--- config.mk ---
export PLATFORM = sky130hd
export DESIGN_NAME = ifetch_queue
export DESIGN_NICKNAME = d
export VERILOG_FILES = /design/src/rtl/ifetch_queue.sv
export SDC_FILE = /design/constraint.sdc
export NUM_CORES = 1
export LEC_CHECK = 0
export CAP_MARGIN = 20
export CORE_MARGIN = 2
export CORE_UTILIZATION = 45
export DETAILED_ROUTE_END_ITERATION = 8
export PLACE_DENSITY = 0.66
export SLEW_MARGIN = 25
export SYNTH_ARGS = -nofsm -noshare
export SYNTH_HDL_FRONTEND = slang
export SYNTH_SLANG_ARGS = --single-unit
--- constraint.sdc ---
create_clock -name clk -period 7.3 [get_ports clk]
set_clock_uncertainty 0.05 [all_clocks]
set_input_delay 0.73 -clock clk [delete_from_list [all_inputs] [get_ports clk]]
set_output_delay 0.73 -clock clk [all_outputs]
set_load 0.01 [all_outputs]
--- src/rtl/ifetch_queue.sv ---
// Instruction fetch front end: issues sequential fetch addresses to imem, buffers the
// returned words in order, and hands {pc, word} to decode; a redirect flushes and restarts.
module ifetch_queue #(
   parameter int          DEPTH    = 4,
   parameter logic [63:0] RESET_PC = 64'h0
) (
   input  logic        clk,
   input  logic        rst_n,
   input  logic        redirect,
   input  logic [63:0] redirect_pc,
   output logic [63:0] imem_addr,
   output logic        imem_addr_valid,
   input  logic [63:0] imem_data,
   input  logic        imem_data_valid,
   output logic [63:0] inst_word,
   output logic [63:0] inst_pc,
   output logic        inst_valid,
   input  logic        inst_ready,
   output logic [1:0]  dbg_state
);

   // Handshake: a word moves to decode in any cycle where inst_valid and inst_ready are
   // both high at the rising edge; inst_valid never depends on inst_ready, and the head
   // {inst_pc, inst_word} stays put while inst_valid is high and inst_ready is low.

   localparam int PW = $clog2(DEPTH);
   localparam int CW = PW + 1;
   localparam logic [CW:0] DEPTH_C = (CW+1)'(DEPTH);

   typedef enum logic [1:0] {
      BOOT  = 2'd0,
      RUN   = 2'd1,
      FLUSH = 2'd2
   } state_t;

   state_t        state, state_nxt;
   logic [63:0]   fetch_pc, resp_pc, redirect_base;
   logic [CW-1:0] count, outstanding, outstanding_nxt;
   logic [CW:0]   in_use;
   logic [PW-1:0] wr_ptr, rd_ptr;
   logic [63:0]   fifo_pc   [DEPTH];
   logic [63:0]   fifo_word [DEPTH];
   logic          do_redirect, issue, beat, push, pop;

   assign redirect_base = redirect_pc & ~64'h7;
   assign in_use        = {1'b0, count} + {1'b0, outstanding};

   assign inst_valid      = (state == RUN) && (count != '0);
   assign inst_word       = fifo_word[rd_ptr];
   assign inst_pc         = fifo_pc[rd_ptr];
   assign imem_addr_valid = issue;
   assign imem_addr       = (state == BOOT) ? 64'h0 : fetch_pc;
   assign dbg_state       = state;

   // Beats with nothing outstanding are protocol errors and leave every counter alone.
   always_comb begin
      do_redirect     = redirect && (state != BOOT);
      issue           = (state == RUN) && !redirect && (in_use < DEPTH_C);
      beat            = imem_data_valid && (outstanding != '0);
      push            = beat && (state == RUN) && !redirect;
      pop             = inst_valid && inst_ready && !redirect;
      outstanding_nxt = outstanding + CW'(issue) - CW'(beat);
      state_nxt       = state;
      case (state)
         BOOT:    state_nxt = RUN;
         RUN:     if (redirect && (outstanding_nxt != '0)) state_nxt = FLUSH;
         FLUSH:   if (!redirect && (outstanding_nxt == '0)) state_nxt = RUN;
         default: state_nxt = BOOT;
      endcase
   end

   always_ff @(posedge clk or negedge rst_n) begin
      if (!rst_n) begin
         state       <= BOOT;
         fetch_pc    <= RESET_PC;
         resp_pc     <= RESET_PC;
         count       <= '0;
         outstanding <= '0;
         wr_ptr      <= '0;
         rd_ptr      <= '0;
      end else begin
         state       <= state_nxt;
         outstanding <= outstanding_nxt;
         if (do_redirect) begin
            fetch_pc <= redirect_base;
            resp_pc  <= redirect_base;
            count    <= '0;
            wr_ptr   <= '0;
            rd_ptr   <= '0;
         end else begin
            if (issue) fetch_pc <= fetch_pc + 64'd8;
            if (push) begin
               resp_pc <= resp_pc + 64'd8;
               wr_ptr  <= wr_ptr + PW'(1);
            end
            if (pop) rd_ptr <= rd_ptr + PW'(1);
            case ({push, pop})
               2'b10:   count <= count + CW'(1);
               2'b01:   count <= count - CW'(1);
               default: ;
            endcase
         end
      end
   end

   // Storage is cleared on reset so the head outputs read zero until the first push.
   always_ff @(posedge clk or negedge rst_n) begin
      if (!rst_n) begin
         for (int i = 0; i < DEPTH; i++) begin
            fifo_pc[i]   <= '0;
            fifo_word[i] <= '0;
         end
      end else if (push) begin
         fifo_pc[wr_ptr]   <= resp_pc;
         fifo_word[wr_ptr] <= imem_data;
      end
   end

endmodule

# ---- Word-level counts from Yosys, hierarchy flattened
# Cells that the tools add are included.
dict set report totals {
  register_bits 652
  inputBits 133
  output_inout_bits 196
  word_cells 84
}
dict set report classes {
  n_addsub 9
  order_cmp 4
  n_eq_ne 6
  muxes 24
  n_bitwise 2
  n_reduce_logical 24
}
# op n
set ops {}
lappend ops {{$mux W64} 10}
lappend ops {{$bwmux W256} 2}
lappend ops {{$bmux W64 S2} 2}
lappend ops {{$add A64 B4 Y64 const B} 2}
lappend ops {{$demux W64 S2} 1}
lappend ops {{$logic_and A1 B1 Y1} 12}
lappend ops {{$mux W2} 6}
lappend ops {{$reduce_bool A3 Y1} 4}
lappend ops {{$reduce_bool A2 Y1} 4}
lappend ops {{$ge A3 B3 Y1 const B} 2}
lappend ops {{$not A2 Y3} 2}
lappend ops {{$pmux W2 S3} 1}
lappend ops {{$pmux W3 S2} 1}
lappend ops {{$add A2 B1 Y2 const B} 2}
lappend ops {{$add A3 B3 Y4} 1}
lappend ops {{$eq A2 B1 Y1 const B} 2}
lappend ops {{$eq A2 B2 Y1 const B} 2}
lappend ops {{$lt A4 B3 Y1 const B} 1}
lappend ops {{$add A3 B1 Y3} 1}
lappend ops {{$add A3 B1 Y3 const B} 1}
lappend ops {{$logic_not A3 Y1} 1}
lappend ops {{$lt A3 B1 Y1 const B} 1}
lappend ops {{$mux W3} 1}
lappend ops {{$sub A3 B1 Y3} 1}
lappend ops {{other kinds (6)} 6}

# ---- Logic depth before layout (Yosys ltp)
dict set report depth {
  word_depth 9
  ltp_mapped 15
  depth_no_buf 12
}

# ---- Worst setup path after synthesis
# No wires, ideal clock.
dict set report synth_timing {
  path_kind {in2reg}
  start {input redirect}
  end {register state[0], in the netlist dbg_state[0]}
  setup_time_ns 0.084
  t_arrival_ns 3.326
  required_ns 7.166
  setup_slack_ns 3.840
  path_stages 13
  n_path_buf 3
  cell_sequence {or3b_1 > buf_2 > or3_1 > clkbuf_1 > clkinv_1 > buf_2 > ha_1 > inv_1 > fa_1 > xnor3_1 > nand3b_1 > o21ai_0 > a21boi_0}
}
dict set report synth_via {
  elab_chain_len 9
  word_cells_on_any_way 12
  classes_between {add/sub: 2; eq/ne: 2; reduce/logical: 8}
}
# element line_no
set synth_lines {}
lappend synth_lines {{start, declared} 9} ;# input logic redirect,
lappend synth_lines {{$logic_not A1 Y1 (*)} 58} ;# issue = (state == RUN) && !redirect && (in_use < DEPTH_C);
lappend synth_lines {{$logic_and A1 B1 Y1 (*) (2 in series)} 58}
lappend synth_lines {{named net imem_addr_valid} 12} ;# output logic imem_addr_valid,
lappend synth_lines {{$add A3 B1 Y3 (*)} 62} ;# outstanding_nxt = outstanding + CW'(issue) - CW'(beat);
lappend synth_lines {{$sub A3 B1 Y3 (*)} 62}
lappend synth_lines {{$logic_not A3 Y1 / $reduce_bool A3 Y1 (equally long branches)} {67, 66}}
lappend synth_lines {{$logic_and A1 B1 Y1, on equally long branches} {67, 66}}
lappend synth_lines {{$ne A2 B2 Y1 (no line) / $ne A2 B1 Y1 (equally long branches)} --}
lappend synth_lines {{$reduce_and A2 Y1 (no line) (*)} --}
lappend synth_lines {{end signal, assigned} 82} ;# state <= state_nxt;
lappend synth_lines {{end, declared} 36} ;# state_t state, state_nxt;
# The timed path passes the listed nets; every way through them passes the cells marked *.
# A chain may end at the register's enable or synchronous reset.

# ---- Final worst setup path
dict set report layout_timing {
  start {input redirect}
  end {output imem_addr_valid}
}
dict set report layout_via {
  elab_chain_len 3
}
# element line_no
set layout_lines {}
lappend layout_lines {{$logic_not A1 Y1} 58}
lappend layout_lines {{$logic_and A1 B1 Y1 (2 in series)} 58}
lappend layout_lines {{end, declared} 12}
# Every way passes these cells.

==> tab_implementation.tex <==
\begin{tabular}{lr}
\hline
Metric & Value \\
\hline
\multicolumn{2}{l}{\textbf{Status}} \\
Status & finished, violations left \\
Violations in the final reports & hold timing \\
\multicolumn{2}{l}{\textbf{Drt}} \\
Iteration-0 DRC count of the detailed router & 1416 \\
Top layer reached by signal wires & met5 \\
Average via count per standard cell & 5.87 \\
Remaining routing DRC violations & 0 \\
Metal1 wirelength & 34800 um \\
Routed wire length on met3 & 4430 um \\
Routed wire per std cell & 23.1 um \\
DR pass1 iterations & 5 \\
Number of vias after detailed routing & 20403 \\
Routed WL & 80300 um \\
Number of routed nets with antenna violations & 0 \\
Met2 WL & 39200 um \\
\multicolumn{2}{l}{\textbf{Yosys}} \\
Share of flip-flops with an asynchronous set or reset after synthesis & 1.00 \\
Post-synthesis sequential area ratio & 0.527 \\
Top flip-flop cell by instance count after synthesis & dfrtp\_1 \\
Warning count from the yosys run & 0 \\
Synthesized instance count & 2314 \\
Post-synth design cell area & 0.0301 sq mm \\
Number of distinct library cell variants in the gate-level netlist after synthesis & 62 \\
Average footprint of a synthesized cell & 13.0 sq um \\
Number of enable-type register cells in the synthesized netlist & 0 \\
Number of synthesized register bits & 634 \\
\multicolumn{2}{l}{\textbf{Placement}} \\
Cell area after placement & 0.0340 sq mm \\
IO buf count & 319 \\
Minimum setup slack after placement & 2.75 ns \\
Final Wtd Congestion & 0.922 \\
Dpl hpwl & 52900 um \\
\multicolumn{2}{l}{\textbf{Power}} \\
Part of the total power dissipated in combinational logic & 0.388 \\
Switching power share of the total & 0.343 \\
Static power due to leakage & 15.6 nW \\
Maximum VDD drop & 0.225 mV \\
Cell-internal power & 10.4 mW \\
Power Dens Cells & 432 mW/mm\^{}2 \\
Seq pwr share & 0.385 \\
Net load switching power & 5.39 mW \\
Clk network pwr share & 0.227 \\
Final Total Pwr & 15.7 mW \\
\multicolumn{2}{l}{\textbf{GRT}} \\
Antenna violations before repair & 5 \\
Via count of the first global-routing pass & 21623 \\
Global-route wire length before repair & 126000 um \\
Largest net degree at the start of global routing & 185 \\
Overall track demand over capacity in global routing & 0.233 \\
Total overflow reported by the global router & 0 \\
\multicolumn{2}{l}{\textbf{Layout}} \\
Layout cells sized above 1 & 0.297 \\
Number of filler instances in the final layout & 5368 \\
Area growth from synthesis to final layout & 21.1\% \\
Final non-filler cell area & 0.0364 sq mm \\
Number of nets in the layout & 2705 \\
\multicolumn{2}{l}{\textbf{STA}} \\
\# setup viols final & 0 \\
Highest Clock Rate & 0.226 GHz \\
Final Hold Vio Count & 12 \\
Unrepaired setup endpoints after global routing & false \\
Worst setup margin & 2.87 ns \\
Max Transition Viols Final & 0 \\
Final period util & 0.607 \\
Transition at the pin with the smallest max-transition slack & 1.05 ns \\
Final setup TNS & 0 ns \\
Relative slew slack & 0.288 \\
Final Critical Period & 4.43 ns \\
Hold Slack & -0.0127 ns \\
\multicolumn{2}{l}{\textbf{Floorplan}} \\
Site row count & 94 \\
Die boundary width & 263 um \\
Starting Density & 0.456 \\
I/O pins & 329 \\
Placeable Area & 0.0660 sq mm \\
Die footprint & 0.0689 sq mm \\
Height of the chip & 263 um \\
\multicolumn{2}{l}{\textbf{CTS}} \\
CTS tree & built \\
Number of buffers between clock root and the deepest sink & 3 \\
Num CTS Buffers & 72 \\
Clock root buffer master & clkbuf\_16 \\
Num Clock Sinks & 634 \\
Number of gates resized after CTS & 0 \\
Max H-tree Level & 3 \\
Clock-pin slew on the worst setup and hold paths & 0.06 ns \\
Number of post-CTS setup repair buffers & 0 \\
\# hold bufs at CTS & 0 \\
Clock insertion delay at the later pin of the skew report & 0.61 ns \\
\multicolumn{2}{l}{\textbf{Setup path}} \\
Cell with the largest stage delay on the worst path & clkdlybuf4s50\_1 \\
Type of origin of the critical path & input pin \\
Category of the worst setup path capture point & output port \\
Startpoint of the worst register-to-register path & outstanding[2] \\
Required time at the endpoint of the critical path & 6.52 ns \\
CP max FO & 19 \\
Number of buffer and inverter stages on the critical path & 3 \\
FF-to-FF setup slack & 3.32 ns \\
Cell family with most CP delay & buffers and inverters \\
Worst-case reg-to-reg path depth & 11 \\
Crit path arrival time & 3.65 ns \\
Start-to-end type of the worst setup path & input pin to output port \\
Most numerous cell on the critical path & clkdlybuf4s50\_1 \\
End of the worst register-to-register path & dbg\_state[0] \\
Cell-by-cell listing of the critical path & clkdlybuf4s50\_1 -> or3b\_1 -> or3\_1 -> clkinv\_1 -> clkdlybuf4s50\_1 \\
CP peak stage delay & 0.67 ns \\
\multicolumn{2}{l}{\textbf{Job}} \\
Max capacitance violation total & 0 \\
\multicolumn{2}{l}{\textbf{Worst hold path}} \\
Path category of the worst min-delay check & input pin to async pin \\
\hline
\end{tabular}
-- placed cells by master (no fill, tap or decap), types with 25 or more instances in the layout --
cell type	instances
clkdlybuf4s50_1	318
nor2_1	98
and3_1	25
mux2_2	485
a21oi_1	78
mux4_2	125
dfrtp_1	632
nor2b_1	58
nand3_1	94
nor3_1	27
xor2_1	48
clkbuf_16	73
or4_1	27
nand2_1	91
a31oi_1	34
o21ai_0	32
nand4_1	80
-- synthesized netlist by cell type, drive strengths merged, types with 6 or more instances --
| cell | n | share of area |
|---|---|---|
| a21oi | 79 | 0.013 |
| a31oi | 34 | 0.0071 |
| and2 | 9 | 0.0019 |
| and3 | 25 | 0.0052 |
| and4 | 8 | 0.0023 |
| buf | 40 | 0.0060 |
| clkbuf | 142 | 0.018 |
| dfrtp | 634 | 0.53 |
| ha | 10 | 0.0042 |
| inv | 17 | 0.0021 |
| mux2 | 485 | 0.18 |
| mux2i | 6 | 0.0020 |
| mux4 | 125 | 0.094 |
| nand2 | 95 | 0.012 |
| nand3 | 94 | 0.016 |
| nand4 | 81 | 0.017 |
| nor2 | 99 | 0.012 |
| nor2b | 58 | 0.012 |
| nor3 | 27 | 0.0045 |
| nor4 | 28 | 0.0064 |
| o211ai | 6 | 0.0015 |
| o21ai | 33 | 0.0055 |
| o31ai | 10 | 0.0025 |
| or3 | 21 | 0.0044 |
| or4 | 28 | 0.0071 |
| xnor2 | 21 | 0.0061 |
| xor2 | 48 | 0.014 |
-- final cells by class --
class / count / area [sq um] / share of cell area
flip-flops and latches: 634 / 15900 / 0.436
multi-input cells: 1485 / 13500 / 0.371
repair buffers: 349 / 3530 / 0.0970
clock buffers: 99 / 2050 / 0.0564
well taps: 864 / 1080 / 0.0297
clock inverters: 26 / 295 / 0.00811
inverters: 18 / 67.6 / 0.00185
diodes: 1 / 2.50 / 0.0000687
-- cells by family after synthesis --
logic type | synth area share
AO/OA/AOI/OAI | 0.0372
buffers and inverters | 0.0261
AND/OR/NAND/NOR | 0.106
multiplexers | 0.277
XOR/XNOR | 0.0208
other | 0.000125
flip-flops | 0.527
adder cells (fa/ha/maj) | 0.00549
-- per-stage QoR --
| stage | instances | util |
|---|---|---|
| global route | 3475 | 0.552 |
| finish | 3476 | 0.552 |
| floorplan | 2319 | - |
| CTS | 3473 | 0.551 |
| detailed placement | 3348 | 0.516 |
| global placement | 3348 | 0.515 |
-- routing by layer --
metal | vias to the layer above | GRT usage
met5 | - | 0
met1 | 10626 | 0.317
li1 | 9048 | -
met4 | 6 | 0.0722
met2 | 599 | 0.384
met3 | 124 | 0.0405
-- registers in the layout, indices dropped and copies added (netlist names) --
signal,count
fifo_word,256
fifo_pc,244
fetch_pc,61
resp_pc,61
count,3
outstanding,3
dbg_state,2
rd_ptr,2
wr_ptr,2
-- how the worst max path moves through the flow --
stage / start / end / cells past startpoint
3_3_place_gp: redirect / dbg_state[0] / 11
3_5_place_dp: redirect / dbg_state[0] / 11
5_1_grt: rd_ptr[0] / inst_pc[7] / 3
4_1_cts: rd_ptr[0] / inst_pc[36] / 3
6_report: redirect / imem_addr_valid / 5
2_1_floorplan: redirect / dbg_state[0] / 13
-- power groups by stage --
stage,logic (mW),clock network (mW),registers (mW)
2_1_floorplan,3.95,0,5.40
3_3_place_gp,6.02,0,5.96
3_5_place_dp,6.13,0,6.10
4_1_cts,6.17,3.67,6.04
5_1_grt,6.56,3.82,6.26
6_report,6.11,3.58,6.05
No activity file was read; power rests on OpenSTA's default activity.
==> edit: new RTL, same settings <==
Set the parameter `DEPTH` to 2 (it was 4).
--- a/src/rtl/ifetch_queue.sv
+++ b/src/rtl/ifetch_queue.sv
@@ -3,3 +3,3 @@
 module ifetch_queue #(
-   parameter int          DEPTH    = 4,
+   parameter int          DEPTH    = 2,
    parameter logic [63:0] RESET_PC = 64'h0
Check against the original RTL: not equivalent (a bounded check fails within 4 cycles, from zero or initial values and one cycle with rst_n low).
==> edit against the unedited design <==
  * Worst setup slack better by 88 ps
  * Synthesized area fell by 36%
  * Critical path depth grew 2
  * Power decreased by 29%
  * Design area decreased by 33%
  * Sequential cell count fell by 254
  * Register-to-register slack better by 90 ps
  * Wire length is 27% lower
  * Critical path type unchanged
  * Largest cell class unchanged
  * Highest routed layer is now met4
==> edit: results (changes against the unedited design) <==
{| class="wikitable"
! Metric !! Value
|-
| Outcome || completed
|-
| Cells taking the most area after synthesis || sky130_fd_sc_hd__dfrtp_1 49%, sky130_fd_sc_hd__mux2_2 22%, sky130_fd_sc_hd__nand2_1 2.6%
|-
| Routing usage on met3 || 0.0571 (+0.0166)
|-
| Final weighted congestion in routability-driven placement || 0.946 (+2.6%)
|-
| Fraction of area in clock buffers and inverters || 0.0579 (-0.00661)
|-
| Area share of buffers outside the clock network || 0.140 (+0.0426)
|-
| Number of multi-input combinational cells || 1238 (-17%)
|-
| Sw Ratio || 0.361 (+0.0182)
|-
| Number of H-tree levels || 2 (-1)
|-
| Clock buffer count in the final layout || 65 (-34%)
|-
| Cell area after layout || 24400 µm² (-33%)
|-
| Flop and latch count out of synthesis || 380 (-40%)
|-
| Cell at the slowest stage of the critical path || sky130_fd_sc_hd__nor3b_1
|-
| Post-DP HPWL || 40200 µm (-24%)
|-
| Layout net count || 2161 (-20%)
|-
| Registers with the most flip-flops || fifo_word: 128 flops, fifo_pc: 122 flops
|-
| Non-clock buffer total of the final layout || 338 (-3.2%)
|-
| Met2 Use GR || 0.403 (+0.0198)
|-
| Layout cells sized above 1 || 0.234 (-0.0629)
|-
| Largest stage delay on the critical path || 780 ps (+110 ps)
|-
| FF-to-FF End || fifo_word[5]
|-
| Flip-flop and latch share of the layout cell area || 0.390 (-0.0455)
|-
| Pin count of the biggest net entering global routing || 155 (-16%)
|-
| Count of inverters not on the clock network in the layout || 23 (+5)
|-
| Total of fill cells in the finished design || 3519 (-34%)
|-
| Transition time at the pin with the least slew margin || 1050 ps (-1.27 ps)
|-
| Worst-case setup slack after placement || 2940 ps (+186 ps)
|-
| Post-Place Cells || 2518 (-25%)
|-
| Initial antenna violation count || 0 (-5)
|}
## edit: kinds of logic (layout without fill, tap and decap cells)
group                    count (synthesis)  in the layout  synth area share
multiplexers                           372            372             0.217
AND/OR/NAND/NOR                        628            628             0.173
flip-flops                             380            380             0.494
adder cells (fa/ha/maj)                  5              5           0.00364
buffers and inverters                  133            435            0.0277
XOR/XNOR                                32             32            0.0153
AO/OA/AOI/OAI                          195            195            0.0684
other                                    1              6          0.000195
## edit: how the worst max path moves through the flow
stage                        start               to  slack (ps)  depth (start not counted)
after floorplan           redirect     dbg_state[1]        4170                         10
after global placement    redirect     fifo_word[4]        2960                          7
after detailed placement  redirect     fifo_word[5]        2940                          7
after CTS                 redirect  imem_addr_valid        3010                          7
after global routing      redirect  imem_addr_valid        2840                          7
final                     redirect  imem_addr_valid        2950                          7
